===== config.mk =====
export PLATFORM = sky130hd
export DESIGN_NAME = pingpong_counter_gen
export DESIGN_NICKNAME = d
export VERILOG_FILES = /design/src/rtl/pingpong_counter_gen.sv
export SDC_FILE = /design/constraint.sdc
export NUM_CORES = 1
export LEC_CHECK = 0
export BUFFER_PORTS_ARGS = -buffer_cell sky130_fd_sc_hd__buf_4
export CAP_MARGIN = 20
export CORE_ASPECT_RATIO = 0.8
export CORE_UTILIZATION = 45
export DETAILED_ROUTE_END_ITERATION = 6
export PLACE_DENSITY_LB_ADDON = 0.08
export SKIP_CTS_REPAIR_TIMING = 1
export SYNTH_ARGS = -nofsm -noshare
export SYNTH_HDL_FRONTEND = slang
export SYNTH_SLANG_ARGS = --single-unit

===== constraint.sdc =====
create_clock -name clk -period 7.7 [get_ports clk]
set_clock_uncertainty 0.15 [all_clocks]
set_input_delay 1.54 -clock clk [delete_from_list [all_inputs] [get_ports clk]]
set_output_delay 1.54 -clock clk [all_outputs]
set_load 0.01 [all_outputs]

===== src/rtl/pingpong_counter_gen.sv =====
// Ping-pong/wrap/one-shot/hold counter with programmable step, pending flip and synchronous load.
// Optional bounce counter output enabled by defining PPC_BOUNCE_CNT_EN.
module pingpong_counter_gen #(
  parameter int WIDTH = 8
`ifdef PPC_BOUNCE_CNT_EN
  , parameter int BCNT_W = 8
`endif
) (
  input  logic              clk,
  input  logic              rst_n,
  input  logic              enable,
  input  logic              flip,
  input  logic              load,
  input  logic [WIDTH-1:0]  load_val,
  input  logic [WIDTH-1:0]  max,
  input  logic [WIDTH-1:0]  min,
  input  logic [WIDTH-1:0]  step,
  input  logic [1:0]        mode,
  output logic [WIDTH-1:0]  out,
  output logic              direction,
  output logic              bound_pulse,
  output logic              done,
  output logic              range_ok
`ifdef PPC_BOUNCE_CNT_EN
  ,
  output logic [BCNT_W-1:0] bounce_cnt
`endif
);

  localparam logic [1:0] MODE_PING = 2'd0;
  localparam logic [1:0] MODE_WRAP = 2'd1;
  localparam logic [1:0] MODE_ONE  = 2'd2;
  localparam logic [1:0] MODE_HOLD = 2'd3;

  logic [WIDTH-1:0] r_out;
  logic             r_dir;
  logic             r_flip_pend;
  logic             r_pulse;
  logic             r_done;

  logic [WIDTH-1:0] w_step;
  logic [WIDTH:0]   w_up_sum;
  logic [WIDTH:0]   w_min_plus_step;
  logic [WIDTH-1:0] w_up_nxt;
  logic [WIDTH-1:0] w_down_nxt;
  logic [WIDTH-1:0] w_dir_nxt;
  logic [WIDTH-1:0] w_dir_bound;
  logic             w_range_ok;
  logic             w_load_ok;
  logic             w_tick;
  logic             w_f;
  logic             w_d;
  logic             w_at_max;
  logic             w_at_min;
  logic             w_bounce;

  assign w_step = (step == '0) ? WIDTH'(1) : step;

  // Saturating neighbours, evaluated one bit wider so overflow/underflow clamp cleanly.
  assign w_up_sum        = {1'b0, r_out} + {1'b0, w_step};
  assign w_up_nxt        = (w_up_sum > {1'b0, max}) ? max : w_up_sum[WIDTH-1:0];
  assign w_min_plus_step = {1'b0, min} + {1'b0, w_step};
  assign w_down_nxt      = ({1'b0, r_out} < w_min_plus_step) ? min : (r_out - w_step);

  assign w_range_ok = (max > min) && (r_out >= min) && (r_out <= max);
  assign w_load_ok  = load && (max > min) && (load_val >= min) && (load_val <= max);
  assign w_tick     = enable && w_range_ok && !w_load_ok;

  assign w_f         = flip | r_flip_pend;
  assign w_d         = r_dir ^ w_f;
  assign w_at_max    = (r_out == max);
  assign w_at_min    = (r_out == min);
  assign w_dir_nxt   = w_d ? w_up_nxt : w_down_nxt;
  assign w_dir_bound = w_d ? max : min;

  assign w_bounce = w_tick && ((mode == MODE_PING) || (mode == MODE_WRAP)) &&
                    ((w_d && w_at_max) || (!w_d && w_at_min));

  always_ff @(posedge clk) begin
    if (rst_n) begin
      r_out       <= min;
      r_dir       <= 1'b1;
      r_flip_pend <= 1'b0;
      r_pulse     <= 1'b0;
      r_done      <= 1'b0;
    end else begin
      r_pulse <= w_bounce;
      if (mode != MODE_ONE) r_done <= 1'b0;

      if (w_load_ok) begin
        r_out       <= load_val;
        r_flip_pend <= 1'b0;
        r_done      <= 1'b0;
      end else if (w_tick && (mode != MODE_HOLD)) begin
        r_flip_pend <= 1'b0;
        case (mode)
          MODE_PING: begin
            if (w_d && w_at_max) begin
              r_dir <= 1'b0;
              r_out <= w_down_nxt;
            end else if (!w_d && w_at_min) begin
              r_dir <= 1'b1;
              r_out <= w_up_nxt;
            end else begin
              r_dir <= w_d;
              r_out <= w_dir_nxt;
            end
          end
          MODE_WRAP: begin
            r_dir <= w_d;
            if (w_d && w_at_max)       r_out <= min;
            else if (!w_d && w_at_min) r_out <= max;
            else                       r_out <= w_dir_nxt;
          end
          default: begin
            // One-shot parks once done; only a flip restarts it.
            if (!r_done || w_f) begin
              r_dir  <= w_d;
              r_out  <= w_dir_nxt;
              r_done <= (w_dir_nxt == w_dir_bound);
            end
          end
        endcase
      end else begin
        r_flip_pend <= r_flip_pend | flip;
      end
    end
  end

`ifdef PPC_BOUNCE_CNT_EN
  logic [BCNT_W-1:0] r_bounce_cnt;

  always_ff @(posedge clk) begin
    if (rst_n || w_load_ok) r_bounce_cnt <= '0;
    else if (w_bounce)      r_bounce_cnt <= r_bounce_cnt + BCNT_W'(1);
  end

  assign bounce_cnt = r_bounce_cnt;
`endif

  assign out         = r_out;
  assign direction   = r_dir;
  assign bound_pulse = r_pulse;
  assign done        = r_done;
  assign range_ok    = w_range_ok;

endmodule


# Word level (Yosys, flattened, before mapping)
# Cells that the tools add are included.
# word_totals
word_cells	74
input_bits	39
regBits	12
# classes
addsub	3
magnitude_cmp	7
bitwise_logic	3
mux	22
n_reduce_logical	28
n_eq_ne	6
# ops
cell	n
8-bit two-way mux	13
8-bit equality test	3
8-bit by 8-bit adder with 9-bit output	2
8-bit >= comparator	2
8-bit <= comparator	2
8-bit one-hot mux with 2 select lines	1
1-bit logical AND	12
9-bit by 8-bit greater-than comparator with 1-bit output	1
8-bit by 9-bit less-than comparator with 1-bit output	1
8-bit greater-than comparator	1
8-bit logical NOT	1
8-bit subtractor	1
1-bit two-way mux	7
3-bit nonzero test	2
5-bit nonzero test	1
2-bit != test (second input constant)	2
2-bit OR reduction	2
1-bit logical NOT	3
1-bit logical OR	3
3-bit AND reduction	1
3-bit OR reduction	1
2-bit by 1-bit equality test with 1-bit output (second input constant)	1
2-bit logical NOT	1
1-bit one-hot mux with 2 select lines	1
4 further kinds	4

# Logic depth before layout (Yosys ltp)
# Gate-level depths: netlist (run 1).
# logic_depth
ltp_word	12
ltp_mapped	19
ltp_nobuf	18

# Worst setup path after synthesis (run 1)
# OpenSTA, ideal clock, no wires.
# synth_timing
path_kind	input -> register
from	input port step[5]
to	register r_done (netlist: done)
cell_stages	16
setup_time_ns	0.115
arrival_time_ns	4.989
slack_ns	2.446
cell_sequence	nor4_1 > a41o_1 > ha_1 > fa_1 > nand2b_4 > a211o_1 > and4_1 > a211oi_2 > ha_1 > a22oi_1 > o211ai_1 > a31oi_1 > o22ai_4 > or4b_1 > and4_1 > a21bo_2
# synth_between
elab_chain_len	10
elab_cells_between_ends	14
# synth_rtl
item	line	source
from (decl)	17	input logic [WIDTH-1:0] step,
8-bit logical NOT	57	assign w_step = (step == '0) ? WIDTH'(1) : step;
8-bit two-way mux *	57	
8-bit by 8-bit adder with 9-bit output (on tied branches)	62, 60	
8-bit by 9-bit less-than comparator with 1-bit output or 9-bit by 8-bit greater-than comparator with 1-bit output (tied branches)	63, 61	
8-bit two-way mux (on tied branches)	63, 61	
8-bit two-way mux *	73	assign w_dir_nxt = w_d ? w_up_nxt : w_down_nxt;
8-bit equality test *	120	r_done <= (w_dir_nxt == w_dir_bound);
1-bit two-way mux *	117	if (!r_done || w_f) begin
1-bit two-way mux *	96	case (mode)
1-bit two-way mux *	94	end else if (w_tick && (mode != MODE_HOLD)) begin
to (signal assigned)	120	
to (decl)	39	logic r_done;
# Mark *: on every way between the ends. The rest lies on a longest branch, timed or not.
# A chain may end at the register's enable or synchronous reset.

# Worst setup path after layout (run 1)
# layout_timing
from	input port step[5]
to	register r_out[4] (netlist: out[4]) (data pin)
# layout_between
elab_chain_len	12
elab_cells_between_ends	19
# layout_rtl
item	line	source
8-bit logical NOT	57	
8-bit two-way mux *	57	
8-bit by 8-bit adder with 9-bit output (on tied branches)	62, 60	
8-bit by 9-bit less-than comparator with 1-bit output or 9-bit by 8-bit greater-than comparator with 1-bit output (tied branches)	63, 61	
8-bit two-way mux (on tied branches)	63, 61	
8-bit two-way mux	73	
8-bit two-way mux (on tied branches)	112, 101	
8-bit two-way mux (on tied branches)	111, 98	
8-bit one-hot mux with 2 select lines *	96	
8-bit two-way mux *	94	
8-bit two-way mux *	90	if (w_load_ok) begin
8-bit two-way mux *	80	if (rst_n) begin
to (signal assigned)	81	r_out <= min;
to (signal assigned)	91	r_out <= load_val;
to (signal assigned)	100	r_out <= w_down_nxt;
to (decl)	35	logic [WIDTH-1:0] r_out;
# Mark *: on every way between the ends. The rest lies on a longest branch, timed or not. The select of a mux whose other input is x is not followed.

==> results.toml, run 1 <==
[power]
ir_worst_vdd_mv = 0.116
leakage_nw = 2.03
p_per_area_nw_per_um2 = 176

[synth]
netlist_area_sq_um = 3890
ys_top_cells_by_count = "ha_1, nor2_1, a21oi_1"
yosysWarnings = 0
synthArstFlopShare = 0
yosysTopAreaCellShare = 0.251
ys_seq_area_frac = 0.0824
yosysMostFrequentCell = "ha_1"
syn_area_per_cell_sq_um = 7.70
synth_cells = 505
ys_ff_latch = 12
ys.flop_type = "edfxtp_1"
synth_fp_nets = 625
synth_edf_count = 8
synth_area_leaders = "ha_1, edfxtp_1, xnor2_1"
synth_cell_types = 65
synth.largest_area_cell = "ha_1"

[routing]
drt-pass1-iter-count = 5
wirelength_um = 14300
via_count = 4238
wire_per_inst_um = 22.0
initialDrtViolationCount = 487
drt-vias-per-instance = 6.52
route.detailed.drc = 0
final_antenna_net_count = 0

[setup_path]
crit_family = "compound AO/OA/AOI/OAI gates"
worst-setup-path-type = "input pin to register"
cp.arrival_ns = 5.73
rr_worst_depth = 13
cp_cell_sequence = "buf_4 -> nor4_1 -> a41o_1 -> ha_1 -> fa_1 -> nand2b_4 -> a211o_1 -> and4_1 -> a211oi_2 -> ha_1 -> a22oi_1 -> o211ai_1 -> a31oi_1 -> o22ai_4 -> o311ai_0 -> a21oi_1 -> o21ai_0 -> a31oi_1"
cp-end-kind = "register"
worst_setup_path_endpoint = "out[4]"
critical_path.max_stage_delay_ns = 0.72
ff2ff_setup_slack_ns = 2.79
critPathBufInv = 1
crit_start = "step[5]"
cp.depth = 18
reg2reg_to = "out[4]"
cp-start-kind = "input pin"
cpMaxStageDelayCell = "o311ai_0"
critPathRequiredTime_ns = 7.55
worstPathMaxFanout = 17
regToRegStartpoint = "out[5]"

[min_path]
min_from = "direction"
hold_path.class = "register to register"

[timing]
tightest_slew_ns = 0.941
period_needed_ns = 5.88
tns_ns = 0
holdWs_ns = 0.496
hold_viol_final = 0
setup_viol = 0
fmax_mhz = 170
fin_crit_sh = 0.764
slew_viol_final = 0
relSlewSlack = 0.369
rsz0062_at_grt = "no"
setup_ws_ns = 1.82

[global_route]
grt_max_degree = 18
overflow = 0
antenna_found_initial = 0
grt_first_pass_wirelength_um = 22000
grt.total_usage = 0.319
grt_pass1_vias = 3879

[place]
dp_hpwl_um = 11300
pre_cts_slack_ns = 1.77
place.gp.congestion = 1.00
postPlaceCellArea_sq_um = 4330
io_buffers = 50

[cells_and_area]
finish.utilization = 0.536
diodes = 0
drive_gt1_frac = 0.131
nNetsFinal = 663
syn2layout_area_growth_pct = 12.5
postLayoutCellArea_sq_um = 4370

[clock_tree]
cts.sinks = 12
cts_buffer_depth = 2
ctsRootBufferMaster = "clkbuf_8"
cts.clk_slew.worst_paths_ns = 0.06
cts_tree = "done"
clk_latency_ns = 0.25
htreeDepth = 1
numCtsBuffers = 3

[floorplan]
die-area_sq_um = 9020
core_sq_um = 8160
die_x_um = 106
rows = 29
start_util = 0.476
io_pins = 51
die_h_um = 85.1

[flow_run]
cap_violations = 0

[outcome]
status = "completed"
-- cell families (layout without fill, tap and decap cells) --
kind of cell / Yosys count / after routing / synth area share
DFF: 12 / 12 / 0.0824
AOI/OAI and AO/OA: 164 / 164 / 0.284
xor gates and xnor gates: 31 / 31 / 0.0769
adders and majority gates: 81 / 81 / 0.266
and+or+nand+nor: 142 / 142 / 0.184
muxes: 18 / 18 / 0.0470
buffers and inverters: 57 / 94 / 0.0595
-- power by group --
group | switching [mW] | internal [mW] | leakage [nW]
clock network | 0.0255 | 0.0366 | 0.0228
registers | 0.0246 | 0.0803 | 0.110
logic | 0.354 | 0.251 | 1.90
-- registers in the layout, summed over array words and instances (netlist names) --
signal       cells
out              8
bound_pulse      1
direction        1
done             1
r_flip_pend      1
-- per-layer routing --
metal  share of wire  GRT usage  routed length (um)  up-vias
li1                -          -                   -     1972
met2            0.41      0.472                5830      238
met1            0.48      0.500                6830     2008
met3            0.10     0.0353                1460       20
met4           0.011     0.0480                 163        0
met5               0          0                   0        -
-- worst min-delay path by stage --
stage                        to  cells after the start
floorplan           r_flip_pend                      2
finish                direction                      2
global placement    r_flip_pend                      2
CTS                   direction                      2
detailed placement    direction                      2
global route          direction                      2
-- cell type report --
type / count / area [sq um]
clock buffer: 4 / 45.0
fill: 779 / 3790
inverter: 37 / 139
multi-input combinational: 436 / 3340
sequential: 12 / 320
tap: 108 / 135
timing repair buffer: 53 / 398
-- worst register-to-register path: stages (launching register included) --
cell and delay (ns):
edfxtp_1 0.60, ha_1 0.60, or2_2 0.38, a2111oi_0 0.50, a211oi_2 0.21, ha_1 0.35
nand4_1 0.09, or2_2 0.27, a21oi_1 0.24, o22ai_4 0.25, o311ai_0 0.73, a21oi_1 0.08
o21ai_0 0.11, a31oi_1 0.10
-- layout by cell type (no fill, tap or decap), types with 7 or more instances in the layout --
| cell | n |
|---|---|
| o22ai_1 | 16 |
| o211ai_1 | 8 |
| ha_1 | 78 |
| nand4_1 | 9 |
| xnor2_1 | 24 |
| a21oi_1 | 40 |
| a21o_1 | 15 |
| o21ai_0 | 26 |
| nand2_1 | 29 |
| nand2b_1 | 7 |
| nand3_1 | 15 |
| a31oi_1 | 10 |
| mux2i_1 | 16 |
| edfxtp_1 | 8 |
| buf_4 | 53 |
| a211oi_1 | 13 |
| nor2_1 | 43 |
| inv_1 | 36 |
-- stage by stage --
stage	total power, mW	std cells
6_report	0.772	650
5_1_grt	0.825	650
4_1_cts	0.753	650
3_3_place_gp	0.686	646
2_1_floorplan	0.521	505
3_5_place_dp	0.687	646
No activity file was read; power rests on OpenSTA's default activity.
==> run 2: changes to the inputs <==
- clock period: 7.7 -> 4.9 ns (I/O delays scaled with it)
==> results.toml, run 2 (same netlist as run 1, synthesis figures left out) <==
[setup_path]
cp-end-kind = "register"
cp.arrival_ns = 4.56
cp-start-kind = "input pin"
critPathRequiredTime_ns = 4.75
worst-setup-path-type = "input pin to register"
critical_path.max_stage_delay_ns = 0.29
cp_cell_sequence = "buf_4 -> nor4_2 -> a41o_1 -> ha_1 -> fa_2 -> nand2b_4 -> a211o_1 -> and4_1 -> a211oi_2 -> ha_1 -> a22oi_1 -> o211ai_1 -> a31oi_2 -> o22ai_4 -> buf_4 -> mux2i_1 -> a21oi_1 -> nor4_1 -> a21oi_1"
worstPathMaxFanout = 8
cpMaxStageDelayCell = "ha_1"

[timing]
setup_viol = 0
tightest_slew_ns = 0.744
fin_crit_sh = 0.962
rsz0062_at_grt = "no"
relSlewSlack = 0.503
hold_viol_final = 0
slew_viol_final = 0
period_needed_ns = 4.71
fmax_mhz = 212

[clock_tree]
cts_tree = "done"
cts.clk_slew.worst_paths_ns = 0.07
ctsRootBufferMaster = "clkbuf_8"
clk_latency_ns = 0.25
cts_buffer_depth = 2
numCtsBuffers = 3
cts.sinks = 12
htreeDepth = 1

[cells_and_area]
nNetsFinal = 691
num-fill-cells = 798
finish.utilization = 0.566
largest_reg_flops = 8
finalNonFillerCells = 678
layout_common_cells = "buf_4, ha_1, nor2_1"
drive_gt1_frac = 0.184
mostFrequentLayoutCell = "buf_4"
diodes = 0
syn2layout_area_growth_pct = 18.8

[place]
dp_hpwl_um = 11900
io_buffers = 50
place.gp.congestion = 1.02
place_inst = 674

[floorplan]
die-area_sq_um = 9020
rows = 29
die_h_um = 85.1
io_pins = 51
die_x_um = 106
start_util = 0.476
core_sq_um = 8160

[routing]
initialDrtViolationCount = 492
wire_per_inst_um = 21.7
route.detailed.drc = 0
wirelength_um = 14700
via_count = 4283
drt-vias-per-instance = 6.32
drt-pass1-iter-count = 5
final_antenna_net_count = 0

[global_route]
grt_pass1_vias = 4095
overflow = 0
grt.total_usage = 0.336
grt_max_degree = 17
antenna_found_initial = 0
grt_first_pass_wirelength_um = 23100

[outcome]
status = "completed"

[flow_run]
cap_violations = 0

[power]
p_per_area_nw_per_um2 = 284
ir_worst_vdd_mv = 0.127
leakage_nw = 2.17

[min_path]
hold_path.class = "register to register"
-- run 2: cell type report --
type                            instances  area, sq um  share of cell area
Tap cell                              108          135              0.0293
Clock buffer                            4         55.1              0.0119
Sequential cell                        12          320              0.0694
Inverter                               37          139              0.0301
Multi-Input combinational cell        436         3360               0.728
Timing Repair Buffer                   81          608               0.132
-- run 2: per-stage QoR --
step / hold WS [ns] / instance area [sq um] / TNS [ns] / setup slack [ns] / total power, mW
after floorplan: 0.441 / 3890 / 0 / 0.206 / 0.818
after global routing: 0.531 / 4620 / 0 / 0.000674 / 1.41
after global placement: 0.479 / 4540 / 0 / 0.000853 / 1.14
after CTS: 0.491 / 4590 / 0 / 0.0788 / 1.27
after detailed placement: 0.482 / 4540 / -1.08 / -0.164 / 1.15
final: 0.501 / 4620 / 0 / 0.187 / 1.31
-- run 2: critical path: cells and delay by family --
| kind | cells | cell delay (ns) |
|---|---|---|
| AOI/OAI and AO/OA | 9 | 1.58 |
| muxes | 1 | 0.19 |
| and+or+nand+nor | 4 | 0.74 |
| adders and majority gates | 3 | 0.75 |
| buffers and inverters | 2 | 0.32 |
-- run 2: final timing paths --
check                 start   endpoint  slack, ns  cells after the start
hold / removal    direction  direction       0.50                      2
setup / recovery    step[5]     out[3]       0.19                     19
setup reg to reg     out[2]     out[3]       0.73                     15
hold reg to reg   direction  direction       0.50                      2
-- run 2: where the power goes --
group	internal, mW	switching (mW)
clock network	0.0714	0.0485
registers	0.126	0.0292
logic	0.462	0.572
-- run 2: metal layers --
layer | vias up | global-route usage | share of wire
met5 | - | 0 | 0
met4 | 0 | 0.0669 | 0.014
met3 | 19 | 0.0891 | 0.11
met2 | 227 | 0.498 | 0.41
met1 | 2010 | 0.487 | 0.46
li1 | 2027 | - | -
==> run 3: changes to the inputs <==
- REMOVE_ABC_BUFFERS: not set -> 1
==> results.toml, run 3 (same netlist as run 1, synthesis figures left out) <==
[setup_path]
critPathBufInv = 1
cp-end-kind = "register"
critPathMostFrequentCell = "and4_1"
worstPathMaxFanout = 5
critPathRequiredTime_ns = 4.90
cp_cell_sequence = "buf_4 -> nor4_4 -> a41o_1 -> ha_2 -> fa_2 -> nand2b_4 -> a211o_1 -> and4_1 -> a211oi_2 -> ha_1 -> a22oi_1 -> o211ai_1 -> a31oi_2 -> o22ai_4 -> or4b_1 -> and4_1 -> a21bo_2"
cp.arrival_ns = 4.82
cpMaxStageDelayCell = "or4b_1"
crit_family = "compound AO/OA/AOI/OAI gates"
critical_path.max_stage_delay_ns = 0.52
worst-setup-path-type = "input pin to register"
cp-start-kind = "input pin"

[global_route]
antenna_found_initial = 0
overflow = 0
grt_first_pass_wirelength_um = 23200
grt_pass1_vias = 4077
grt.total_usage = 0.342
grt_max_degree = 17

[timing]
fin_crit_sh = 0.984
hold_viol_final = 0
period_needed_ns = 4.82
tightest_slew_ns = 0.893
holdWs_ns = 0.503
relSlewSlack = 0.398
setup_viol = 0
slew_viol_final = 0
tns_ns = 0
fmax_mhz = 207

[cells_and_area]
largest_reg_flops = 8
drive_gt1_frac = 0.219
num-fill-cells = 750
mostFrequentLayoutCell = "buf_4"
finalNonFillerCells = 689
postLayoutCellArea_sq_um = 4810
diodes = 0
syn2layout_area_growth_pct = 23.7
multi_input_area_sq_um = 3450
layout_common_cells = "buf_4, ha_1, nor2_1"
regArea_sq_um = 320
nNetsFinal = 702
finish.utilization = 0.589

[routing]
route.detailed.drc = 0
final_antenna_net_count = 0
initialDrtViolationCount = 519
drt-vias-per-instance = 6.34
drt-pass1-iter-count = 6
via_count = 4365
wirelength_um = 15500
wire_per_inst_um = 22.4

[clock_tree]
cts.sinks = 12
numCtsBuffers = 3
ctsRootBufferMaster = "clkbuf_8"
cts.clk_slew.worst_paths_ns = 0.06
clk_latency_ns = 0.25
htreeDepth = 1
cts_buffer_depth = 2
cts_tree = "done"

[place]
postPlaceCellArea_sq_um = 4580
io_buffers = 50
dp_hpwl_um = 12300
place.gp.congestion = 0.989
place_inst = 678

[floorplan]
io_pins = 51
die_h_um = 85.1
core_sq_um = 8160
die-area_sq_um = 9020
die_x_um = 106
rows = 29
start_util = 0.476

[power]
leakage_nw = 2.23
p_per_area_nw_per_um2 = 303
ir_worst_vdd_mv = 0.199

[min_path]
hold_path.class = "register to register"

[outcome]
status = "completed"

[flow_run]
cap_violations = 0
==> run 3: cell count changes in the layout (fill, tap and decap cells not counted), sizes merged <==
| cell | before | now |
|---|---|---|
| buf | 81 | 90 |
| o22ai | 17 | 18 |
| clkdlybuf4s15 | 0 | 1 |
==> run 3: power breakdown <==
part | switching, mW | leakage [nW] | internal [mW]
combinational | 0.644 | 2.09 | 0.539
clock | 0.0475 | 0.0288 | 0.0713
sequential | 0.0308 | 0.110 | 0.126
total | 0.723 | 2.23 | 0.736
==> run 3: stage by stage <==
| step | total power, mW | setup slack [ns] |
|---|---|---|
| after floorplan | 0.796 | -0.0541 |
| after global placement | 1.17 | -0.0875 |
| after detailed placement | 1.18 | -0.232 |
| after CTS | 1.30 | 0.00712 |
| after global routing | 1.55 | -0.0232 |
| final | 1.46 | 0.0790 |
==> run 3: final timing paths <==
kind / startpoint / end / slack, ns / cells after the start
max: step[7] / done / 0.08 / 17
min: r_flip_pend / r_flip_pend / 0.50 / 2
max reg2reg: out[4] / done / 0.63 / 12
min reg2reg: r_flip_pend / r_flip_pend / 0.50 / 2
==> run 3: area by class of cell <==
type | instances | share of cell area
multi-input cells | 437 | 0.718
repair buffers | 91 | 0.147
flip-flops and latches | 12 | 0.0666
inverters | 37 | 0.0289
well taps | 108 | 0.0281
clock buffers | 4 | 0.0114
==> run 3: tightest hold or removal path, delay by kind of cell, from the launching register on <==
kind / cells / cell delay, ns
AOI/OAI and AO/OA: 1 / 0.20
and+or+nand+nor: 1 / 0.07
DFF: 1 / 0.32
==> run 3: per-layer routing <==
layer | wire length [um] | vias to the layer above | part of all wire | global-route usage
li1 | - | 2052 | - | -
met1 | 7180 | 2055 | 0.46 | 0.497
met2 | 6080 | 221 | 0.39 | 0.489
met3 | 1760 | 37 | 0.11 | 0.101
met4 | 442 | 0 | 0.029 | 0.0808
met5 | 0 | - | 0 | 0
